`config.mk`:
```
export PLATFORM = sky130hd
export DESIGN_NAME = hist_bin_locator
export DESIGN_NICKNAME = d
export VERILOG_FILES = /design/src/rtl/hist_bin_locator.sv
export SDC_FILE = /design/constraint.sdc
export NUM_CORES = 1
export LEC_CHECK = 0
export ABC_AREA = 1
export ABC_CLOCK_PERIOD_IN_PS = 4700
export BUFFER_PORTS_ARGS = -buffer_cell sky130_fd_sc_hd__buf_4
export CORE_AREA = 5 5 114 116
export CTS_CLUSTER_SIZE = 10
export DETAILED_ROUTE_END_ITERATION = 10
export DIE_AREA = 0 0 119 121
export PLACE_DENSITY = 0.78
export SLEW_MARGIN = 25
export SYNTH_ARGS = -nofsm -noshare
export SYNTH_HDL_FRONTEND = slang
export SYNTH_SLANG_ARGS = --single-unit
```
`constraint.sdc`:
```
create_clock -name i_clk -period 4.7 [get_ports i_clk]
set_input_delay 0.47 -clock i_clk [delete_from_list [all_inputs] [get_ports i_clk]]
set_output_delay 0.47 -clock i_clk [all_outputs]
set_load 0.03 [all_outputs]
```
`src/rtl/hist_bin_locator.sv`:
```
// hist_bin_locator: signed sample -> histogram bin index with underflow/overflow status counters
// Optional feature: define HIST_BIN_LOCATOR_EDGE_FOLD_EN to emit out-of-range samples folded into the edge bins.
module hist_bin_locator #(
    parameter int DATA_W      = 16,
    parameter int BIN_INDEX_W = 6,
    parameter int N_BINS      = 64,
    parameter int CNT_W       = 32
) (
    input  logic                           i_clk,
    input  logic                           i_rst,
    input  logic [DATA_W-1:0]              i_left_bound,
    input  logic [$clog2(DATA_W+1)-1:0]    i_width_log2,
    input  logic                           i_clear_cnt,
    input  logic [DATA_W-1:0]              asi_data,
    input  logic                           asi_valid,
    output logic                           asi_ready,
    output logic [BIN_INDEX_W-1:0]         aso_bin,
    output logic                           aso_valid,
    input  logic                           aso_ready,
    output logic [CNT_W-1:0]               o_underflow_cnt,
    output logic [CNT_W-1:0]               o_overflow_cnt
);
    localparam int WL_W = $clog2(DATA_W+1);
`ifdef HIST_BIN_LOCATOR_EDGE_FOLD_EN
    localparam bit FOLD = 1'b1;
`else
    localparam bit FOLD = 1'b0;
`endif
    logic                     adv;
    logic                     s1_valid;
    logic signed [DATA_W:0]   s1_diff;
    logic [WL_W-1:0]          s1_wl;
    logic signed [DATA_W:0]   q;
    logic                     under;
    logic                     over;
    logic                     emit;
    logic                     count;
    logic [BIN_INDEX_W-1:0]   bin;
    assign adv       = ~aso_valid | aso_ready;
    assign asi_ready = adv;
    assign count     = adv & s1_valid;
    // classify the stage-1 difference and pick the outgoing bin index
    always_comb begin
        q     = s1_diff >>> s1_wl;
        under = s1_diff[DATA_W];
        over  = !under && (int'(q) >= N_BINS);
        emit  = s1_valid && (FOLD || !(under || over));
        bin   = under ? '0 : over ? BIN_INDEX_W'(N_BINS-1) : q[BIN_INDEX_W-1:0];
    end
    // stage 1: exact one-bit-wider difference, config captured with the sample
    always_ff @(posedge i_clk) begin
        if (i_rst) begin
            s1_valid <= 1'b0;
            s1_diff  <= '0;
            s1_wl    <= '0;
        end else if (adv) begin
            s1_valid <= asi_valid;
            s1_diff  <= {asi_data[DATA_W-1], asi_data} - {i_left_bound[DATA_W-1], i_left_bound};
            s1_wl    <= i_width_log2;
        end
    end
    // stage 2: registered output, held while downstream stalls
    always_ff @(posedge i_clk) begin
        if (i_rst) begin
            aso_valid <= 1'b0;
            aso_bin   <= '0;
        end else if (adv) begin
            aso_valid <= emit;
            if (emit) aso_bin <= bin;
        end
    end
    // saturating underflow counter, clear beats increment
    always_ff @(posedge i_clk) begin
        if (i_rst || i_clear_cnt) o_underflow_cnt <= '0;
        else if (count && under && ~&o_underflow_cnt) o_underflow_cnt <= o_underflow_cnt + 1'b1;
    end
    // saturating overflow counter, clear beats increment
    always_ff @(posedge i_clk) begin
        if (i_rst || i_clear_cnt) o_overflow_cnt <= '0;
        else if (count && over && ~&o_overflow_cnt) o_overflow_cnt <= o_overflow_cnt + 1'b1;
    end
endmodule

```
# Word level (Yosys, flattened, before mapping)
# Index checks and enable logic that the tools add are counted.
dict set report op_classes {
  add_sub_neg 3
  n_lt_le_gt_ge 1
  reduce_logical 15
  mux 2
  n_shift 1
  n_bitwise 3
}
# operator count
set op_table {}
lappend op_table {{$add A32 B1 Y32 const B} 2}
lappend op_table {{$reduce_and A32 Y1} 2}
lappend op_table {{$ge A17 B8 Y1 const B} 1}
lappend op_table {{$sshr A17 B5 Y17} 1}
lappend op_table {{$sub A16 B16 Y17} 1}
lappend op_table {{$mux W6} 2}
lappend op_table {{$logic_and A1 B1 Y1} 6}
lappend op_table {{$logic_not A1 Y1} 4}
lappend op_table {{$logic_or A1 B1 Y1} 2}
lappend op_table {{$reduce_and A2 Y1} 1}
lappend op_table {{$and A1 B1 Y1} 1}
lappend op_table {{$not A1 Y1} 1}
lappend op_table {{$or A1 B1 Y1} 1}
dict set report word_totals {
  inputBits 42
  out_inout_bits 72
  regBits 94
  word_cells 32
}

# Logic depth before layout (Yosys ltp)
# Gate-level depths: netlist of run 1.
dict set report depth {
  depth_word 7
  mapped_depth 17
  depth_no_buf 15
}

# Worst setup path after synthesis of run 1
# Ideal clock, no wire load.
dict set report synth_timing {
  path_type {in2reg}
  start {in asi_data[0]}
  end {reg s1_diff[14]}
  n_path_buf 0
  required_ns 4.586
  t_arrival_ns 2.002
  stages 10
  setup_time_ns 0.114
  path_slack_ns 2.585
  cell_sequence {inv_1 ha_1 fa_1 o21ai_0 nand4_1 nand3_1 a31o_2 nor2_1 o21bai_1 inv_1}
}
dict set report synth_between {
  elab_chain_cells 1
}
# element line
set synth_lines {}
lappend synth_lines {{start: declaration} 14} ;# input logic [DATA_W-1:0] asi_data,
lappend synth_lines {{$sub A16 B16 Y17} 58} ;# s1_diff <= {asi_data[DATA_W-1], asi_data} - {i_left_bound[DATA_W-1], i_left_bound};
lappend synth_lines {{end signal: assignment} 58}
lappend synth_lines {{end: declaration} 31} ;# logic signed [DATA_W:0] s1_diff;
# No other way between the ends.
# A chain may end at the register's enable or synchronous reset.

# Worst setup path in the final report of run 1
dict set report layout_timing {
  start {reg aso_valid}
  end {reg o_underflow_cnt[10]}
}
dict set report layout_between {
  elab_chain_cells 5
}
# element line
set layout_lines {}
lappend layout_lines {{start: declaration} 18} ;# output logic aso_valid,
lappend layout_lines {{start signal: assignment} 68} ;# aso_valid <= emit;
lappend layout_lines {{$not A1 Y1} 39} ;# assign adv = ~aso_valid | aso_ready;
lappend layout_lines {{$or A1 B1 Y1} 39}
lappend layout_lines {{$and A1 B1 Y1} 41} ;# assign count = adv & s1_valid;
lappend layout_lines {{$logic_and A1 B1 Y1 (2 in a row)} 75} ;# else if (count && under && ~&o_underflow_cnt) o_underflow_cnt <= o_underflow_cnt + 1'b1;
lappend layout_lines {{end signal: assignment} 75}
lappend layout_lines {{end: declaration} 20} ;# output logic [CNT_W-1:0] o_underflow_cnt,
# No other way between the ends.

==> results of run 1 <==
-- state kept, by name (all words and copies together), names as in the netlist --
signal,flops
s1_wl,5
aso_valid,1
s1_diff,17
o_underflow_cnt,32
aso_bin,6
o_overflow_cnt,32
s1_valid,1
-- cell type report --
cell class | count | area, um^2
fillers | 1173 | 4250
clock inverters | 5 | 104
clock buffers | 11 | 253
flip-flops and latches | 94 | 1880
multi-input cells | 752 | 3870
repair buffers | 116 | 871
inverters | 106 | 400
well taps | 147 | 184
-- routing by layer --
layer	vias up	routed length, um
met2	195	7430
met5	-	0
met3	22	944
met1	3046	8370
li1	3470	-
met4	0	297
-- worst paths after layout --
check	cells past startpoint	slack, ps	end	from
worst min-delay path	2	290	aso_valid	i_rst
worst max register to register	13	1550	o_underflow_cnt[10]	aso_valid
worst max-delay path	13	1550	o_underflow_cnt[10]	aso_valid
worst min register to register	2	450	aso_bin[0]	aso_bin[0]
-- power groups by stage --
| stage | clock network (uW) | logic, uW | registers [uW] |
|---|---|---|---|
| after floorplan | 0 | 259 | 863 |
| after global placement | 0 | 333 | 869 |
| after detailed placement | 0 | 336 | 870 |
| after CTS | 885 | 338 | 852 |
| after global routing | 924 | 386 | 856 |
| final | 876 | 340 | 852 |
-- logic make-up (layout without fill, tap and decap cells) --
| family | after synthesis | after routing | share of synthesized area (%) |
|---|---|---|---|
| AOI/OAI and AO/OA | 174 | 174 | 14.9 |
| xor gates and xnor gates | 54 | 54 | 7.42 |
| adders and majority gates | 19 | 19 | 3.85 |
| DFF | 94 | 94 | 29.5 |
| buffers and inverters | 147 | 238 | 9.72 |
| and+or+nand+nor | 505 | 505 | 34.6 |
-- synthesized netlist by cell type (all sizes together) --
cell type	n	area share (%)
nand2	275	16
inv	105	6.2
dfxtp	94	30
a21oi	92	7.3
nor2	85	5.0
o21ai	52	4.1
nand4	49	4.9
nand3	46	4.0
xor2	42	5.8
nor3	34	2.7
buf	21	2.3
clkbuf	20	1.2
ha	18	3.5
nor4	14	1.4
xnor2	12	1.6
o211ai	9	1.1
a31oi	5	0.49
o21bai	5	0.59
o21a	3	0.35
a21o	2	0.24
a22oi	1	0.12
a31o	1	0.14
a32o	1	0.16
and3	1	0.098
clkinv	1	0.059
fa	1	0.31
nor3b	1	0.12
o221ai	1	0.14
o311ai	1	0.14
o31ai	1	0.12
-- metrics by stage --
step	util, %	total power [uW]
global placement	61.0	1200
detailed placement	61.0	1210
CTS	64.0	2070
finish	64.0	2070
floorplan	-	1120
global route	64.0	2160
==> run metrics, run 1 <==
outcome=finished clean; n_diodes=0; drt drc=0; vias per inst=5.47; dpl ws=1370 ps; Syn Area/Cell=6.41 um^2; setup ws final=1550 ps; Clock Sinks=94; unrepaired setup endpoints after global routing=no; Clk network pwr share=42.4%; min Tclk post-route=3150 ps; GR Util met1=33.7%; crit-path most repeated cell=inv_1; Skew-Pair Late Insertion Delay=350 ps; worst hold path type=input port to flop; CP Cell Sequence=inv_1 > nor2_1 > buf_4 > inv_1 > buf_4 > nand2_1 > inv_1 > nand3_2 > inv_1 > nand4_1 > nor2_1 > a21oi_1 > o21a_1; Yosys reg bits=94; post-route insts no fill=1231; sequential fraction of the synthesis area=29.5%; PortBufs=113; Pre-antenna DRT Iters=5; Starting Density=53.9%; MaxCap Viol Count=0; Area Overhead vs Synth=18.7%; vias in the first global route=5907; vias=6733; Switching Power=572 uW; CTS Hold Bufs=0; worst slew pin tran=1040 ps; Site Rows=40; overall die area=14400 um^2; core box area=11800 um^2; CP Max Fanout=26; met2 Use GR=35.9%; drt wl/cell=13.8 um; worst vdd ir=172 uV; Final HPWL DP=12.7 mm; largest net degree at the start of global routing=55; Worst EP arrival=3400 ps; most frequent cells in the layout=nand2_1, buf_4, inv_1; Critical path buffers and inverters=6; Int Power=1500 uW; TNS Setup=0 ps; Sequential Power Share=41.2%; Setup Skew=7.25 ps; Mapped Cells=993; share of cells above drive strength 1=13.3%; Comb pwr share=16.4%; WHS=295 ps; dpl cells=1215; chip width=119 um; Power Dens Cells=273 nW/um^2; Post-CTS Setup Inserts=0; met3 Track Usage GR=3.59%; grt ovf=0; CP max stage cell=inv_1; Final Max Slew Viols=0; fin crit share=67.1%; Achievable Freq=317 MHz; Nets=1140; Sw Share=27.7%; CP max stage delay=720 ps; GPL Wtd Cong=0.919; htree depth=3; # resized after CTS=0; CP Capture Type=flop; Synth Warn #=0; first-pass GRT wire length=28.3 mm; placed cell areas=7210 um^2; post-route ant nets=0; Post-Layout Inst Area=7560 um^2; synthesized net count=1054; Final Hold Viols=0; final setup fails=0; busiest grt layer=met2; post-synthesis cell type count=41; P_leak=0.00323 uW; CTS tree=built; Longest Clk Path Bufs=2; initial antenna violation count=0; GRT Total Usage=23.5%; synthesized cell area=6370 um^2; die height=121 um; Max-slew headroom=30.9%; root buf cell=clkbuf_16; initial DRC count=609; clock-pin slew of the registers on the worst-case setup and hold paths=60 ps; CP Class=flop to flop; Num CTS Buffers=9; Top delay family on crit path=buffers and inverters; Worst Path Required=4950 ps; startpoint types=flop; IO Count=114; commonest non-fill, non-tap cell in the layout=nand2_1; Post-Route WL=17.0 mm
Power figures use the tool's default switching activity.
==> run 2: changes to the inputs <==
Settings changed: ABC_CLOCK_PERIOD_IN_PS 4700 to 2900, CORE_AREA 5 5 114 116 to 5 5 118 120, DIE_AREA 0 0 119 121 to 0 0 123 125, PLACE_DENSITY 0.78 to 0.76.
Clock period 4.7 ns to 2.9 ns, I/O delays scaled along.
==> run 2 against run 1 <==
Effect of this change:
- first-iteration DRC count down 15%
- sequential power up 61%
- core utilization down 5.2 points
- fmax up 23%
- clock power up 30%
- design area up 0.22%
- sequential cell count unchanged
==> run metrics, run 2 (synthesized netlist as in run 1, its figures left out) <==
vias=6774; Switching Power=929 uW; clock-pin slew of the registers on the worst-case setup and hold paths=70 ps; worst vdd ir=213 uV; Area Overhead vs Synth=19.0%; Sw Share=30.2%; post-route ant nets=0; htree depth=3; Final Max Slew Viols=0; die height=125 um; root buf cell=clkbuf_16; CP max stage delay=640 ps; n_diodes=0; biggest regs=o_overflow_cnt: 32 flops, o_underflow_cnt: 32 flops, s1_diff: 17 flops; PortBufs=113; core box area=12900 um^2; unrepaired setup endpoints after global routing=no; largest net degree at the start of global routing=55; Int Power=2150 uW; Max-slew headroom=39.1%; dpl ws=348 ps; Comb pwr share=18.4%; final setup fails=0; setup ws final=338 ps; CTS tree=built; Final HPWL DP=13.1 mm; CP Capture Type=flop; most frequent cells in the layout=nand2_1, buf_4, inv_1; Power Total=3080 uW; Setup Skew=9.15 ps; startpoint types=flop; CP max stage cell=a21oi_2; Longest Clk Path Bufs=2; Starting Density=49.5%; Worst EP arrival=2760 ps; multi-input logic area=3870 um^2; CP endpoint=o_overflow_cnt[12]; CP Cell Sequence=ha_1 > nand4_2 > nor2_2 > and3_1 > a21oi_2 > nand3_4 > nand2_1 > a21oi_1; MaxCap Viol Count=0; Site Rows=42; worst reg-to-reg path cell count=8; outcome=finished clean; GPL Wtd Cong=0.994; CP Max Fanout=33; Clk network pwr share=37.0%; worst hold path type=input port to flop; chip width=123 um; # fillers=1250; min Tclk post-route=2560 ps; Final Hold Viols=0; Skew-Pair Late Insertion Delay=350 ps; grt ovf=0; Register-to-Register Setup Slack=340 ps; Post-Route WL=17.2 mm; fin crit share=88.3%; Nets=1147; worst slew pin tran=912 ps; CP Class=flop to flop; Sequential Power Share=44.6%; Clock Sinks=94; overall die area=15400 um^2; Worst Path Required=3100 ps; Pre-antenna DRT Iters=5; initial antenna violation count=0; commonest non-fill, non-tap cell in the layout=nand2_1; drt wl/cell=13.6 um; vias in the first global route=6130; Power Dens Cells=406 nW/um^2; initial DRC count=515; share of cells above drive strength 1=13.9%; RR Endpoint=o_overflow_cnt[12]; R2R Path Start=o_overflow_cnt[1]; drt drc=0; register area=1880 um^2; vias per inst=5.35; IO Count=114; P_leak=0.00322 uW; Num CTS Buffers=9; CTS Hold Bufs=0; TNS Setup=0 ps; GRT Total Usage=22.7%; Setup crit start=o_overflow_cnt[1]; Achievable Freq=390 MHz; first-pass GRT wire length=29.3 mm
[run 2: critical path, delay by kind of cell, from the launching register on]
| kind | cells | cell delay, ps |
|---|---|---|
| DFF | 1 | 360 |
| AOI/OAI and AO/OA | 2 | 710 |
| adders and majority gates | 1 | 270 |
| and+or+nand+nor | 5 | 1050 |
[run 2: timing repair]
item                       4_1_cts  5_1_grt
buffers inserted                 0        0
gates resized for setup          0        1
setup endpoints to repair        0       32
[run 2: final cells by class]
cell class                 instances  area share [%]
multi-input combinational        752            51.0
sequential                        94            24.8
timing repair buffer             123            12.2
inverter                         106            5.28
clock buffer                      10            3.15
tap                              176            2.91
clock inverter                     6           0.578
[run 2: power groups by stage]
stage | logic [uW] | clock network, uW | registers [uW]
floorplan | 420 | 0 | 1400
global placement | 557 | 0 | 1400
detailed placement | 564 | 0 | 1400
CTS | 568 | 1160 | 1370
global route | 652 | 1210 | 1380
finish | 567 | 1140 | 1370
[run 2: metrics by stage]
| step | area [um^2] | utilization, % | hold WS (ps) | cells |
|---|---|---|---|---|
| after detailed placement | 7290 | 56.7 | 444 | 1251 |
| final | 7580 | 58.9 | 143 | 1267 |
| after global placement | 7290 | 56.7 | 436 | 1251 |
| after floorplan | 6370 | - | 359 | 993 |
| after global routing | 7580 | 58.9 | 143 | 1267 |
| after CTS | 7580 | 58.9 | 138 | 1267 |
[run 2: worst min-delay path by stage]
stage	start	end	depth (start not counted)
after global routing	i_rst	aso_valid	2
after CTS	i_rst	aso_valid	2
after detailed placement	aso_bin[0]	aso_bin[0]	2
after floorplan	i_rst	aso_valid	1
after global placement	aso_bin[0]	aso_bin[0]	2
final	i_rst	aso_valid	2
[run 2: routing by layer]
layer	vias up	global-route usage, %	routed length, um
li1	3489	-	-
met1	3049	32.8	8210
met2	209	34.8	7650
met3	27	3.43	1060
met4	0	7.10	315
met5	-	0	0
==> run 3: changes to the inputs <==
Settings changed: ABC_CLOCK_PERIOD_IN_PS 2900 to 3300, CORE_AREA 5 5 118 120 to 5 5 114 116, DIE_AREA 0 0 123 125 to 0 0 119 121, PLACE_DENSITY 0.76 to 0.78.
Clock period 2.9 ns to 3.3 ns, I/O delays scaled along.
==> run 3 against run 2 <==
Effect of this change:
- total power fell by 8.6%
- largest cell class unchanged
- critical endpoint is now o_overflow_cnt[8]
- non-clock buffer count decreased by 5
- clock skew decreased by 6.0 ps
- first-iteration DRC count is 9.1% higher
- combinational power decreased by 15%
- die area fell by 6.3%
- sequential share of layout area grew 0.12 points
- worst setup slack better by 290 ps
- cell count down 2.7%
- sequential power shrank 12%
==> run metrics, run 3 (synthesized netlist as in run 1, its figures left out) <==
outcome=finished clean; overall die area=14400 um^2; final setup fails=0; drt wl/cell=13.5 um; Worst Path Required=3490 ps; Site Rows=40; vias=6743; Power Total=2810 uW; Longest Clk Path Bufs=2; PortBufs=113; Post-CTS Setup Inserts=0; worst hold path type=input port to flop; Post-Layout Inst Area=7540 um^2; CP Max Fanout=33; unrepaired setup endpoints after global routing=no; Setup Skew=3.15 ps; CP endpoint=o_overflow_cnt[8]; CTS tree=built; most frequent cells in the layout=nand2_1, buf_4, inv_1; WHS=151 ps; CTS Hold Bufs=0; wire length on met3=1.08 mm; Achievable Freq=374 MHz; GPL Wtd Cong=0.943; Final HPWL DP=12.6 mm; initial antenna violation count=0; placed cell areas=7220 um^2; Worst EP arrival=2860 ps; Final Max Slew Viols=0; clock-pin slew of the registers on the worst-case setup and hold paths=60 ps; Max-slew headroom=38.7%; die height=121 um; Clock Sinks=94; vias in the first global route=5945; GRT Total Usage=22.9%; R2R Path Start=s1_wl[1]; Post-Route WL=16.7 mm; post-route ant nets=0; Area Overhead vs Synth=18.3%; min Tclk post-route=2670 ps; grt ovf=0; n_diodes=0; startpoint types=flop; Final Hold Viols=0; htree depth=3; Highest Signal Layer=met4; met1 WL=7.97 mm; share of cells above drive strength 1=13.3%; Setup crit start=s1_wl[1]; Nets=1142; Skew-Pair Late Insertion Delay=340 ps; Num CTS Buffers=9; worst reg-to-reg path cell count=11; Pre-antenna DRT Iters=5; IO Count=114; Power Dens Cells=373 nW/um^2; CP Capture Type=flop; initial DRC count=562; CP max stage cell=dfxtp_1; Stages on worst setup path=11; Critical path buffers and inverters=1; worst vdd ir=251 uV; Starting Density=53.9%; vias per inst=5.47; first-pass GRT wire length=27.8 mm; # resized after CTS=0; chip width=119 um; largest net degree at the start of global routing=55; CP Cell Sequence=inv_2 > nand3_1 > nand2_1 > o21ai_0 > nor2_1 > nand3_1 > nand2_2 > nand2_4 > nand3_4 > nand2_1 > a21oi_1; CP Class=flop to flop; TNS Setup=0 ps; P_leak=0.00322 uW; Register-to-Register Setup Slack=630 ps; RR Endpoint=o_overflow_cnt[8]; biggest regs=o_overflow_cnt: 32 flops, o_underflow_cnt: 32 flops, s1_diff: 17 flops; commonest non-fill, non-tap cell in the layout=nand2_1; # fillers=1110; drt drc=0; fin crit share=81.1%; Top delay family on crit path=simple AND/OR/NAND/NOR gates; DR WL met2=7.29 mm; MaxCap Viol Count=0; core box area=11800 um^2; CP max stage delay=670 ps; worst slew pin tran=918 ps; root buf cell=clkbuf_16
==> run 3: how the worst min path moves through the flow <==
stage | from | to | cells after the start | slack [ps]
2_1_floorplan | i_rst | aso_valid | 1 | 400
3_3_place_gp | aso_bin[0] | aso_bin[0] | 2 | 430
3_5_place_dp | aso_bin[0] | aso_bin[0] | 2 | 450
4_1_cts | i_rst | aso_valid | 2 | 140
5_1_grt | i_rst | aso_valid | 2 | 150
6_report | i_rst | aso_valid | 2 | 150
==> run 3: final cells by class <==
cell class / instances / area, um^2 / share of cell area, %
timing repair buffer: 118 / 886 / 11.8
sequential: 94 / 1880 / 25.0
clock buffer: 12 / 246 / 3.27
multi-input combinational: 752 / 3870 / 51.3
tap: 147 / 184 / 2.44
inverter: 106 / 400 / 5.31
clock inverter: 4 / 70.1 / 0.930
==> run 3: per-stage QoR <==
step                util (%)  std cells  worst slack [ps]
CTS                     63.8       1233               639
global route            63.8       1233               235
finish                  63.8       1233               625
global placement        61.1       1217               717
floorplan                  -        993              1280
detailed placement      61.1       1217               634
==> run 3: routing by layer <==
layer	global-route usage, %	vias up
met5	0	-
met4	7.89	0
met3	3.54	35
met2	35.0	238
met1	32.8	2988
li1	-	3482
==> run 3: power by group <==
| part | switching [uW] | leakage [uW] | internal [uW] |
|---|---|---|---|
| sequential | 40.0 | 0.000764 | 1170 |
| clock | 433 | 0.000157 | 683 |
| combinational | 309 | 0.00230 | 175 |
| total | 782 | 0.00322 | 2030 |
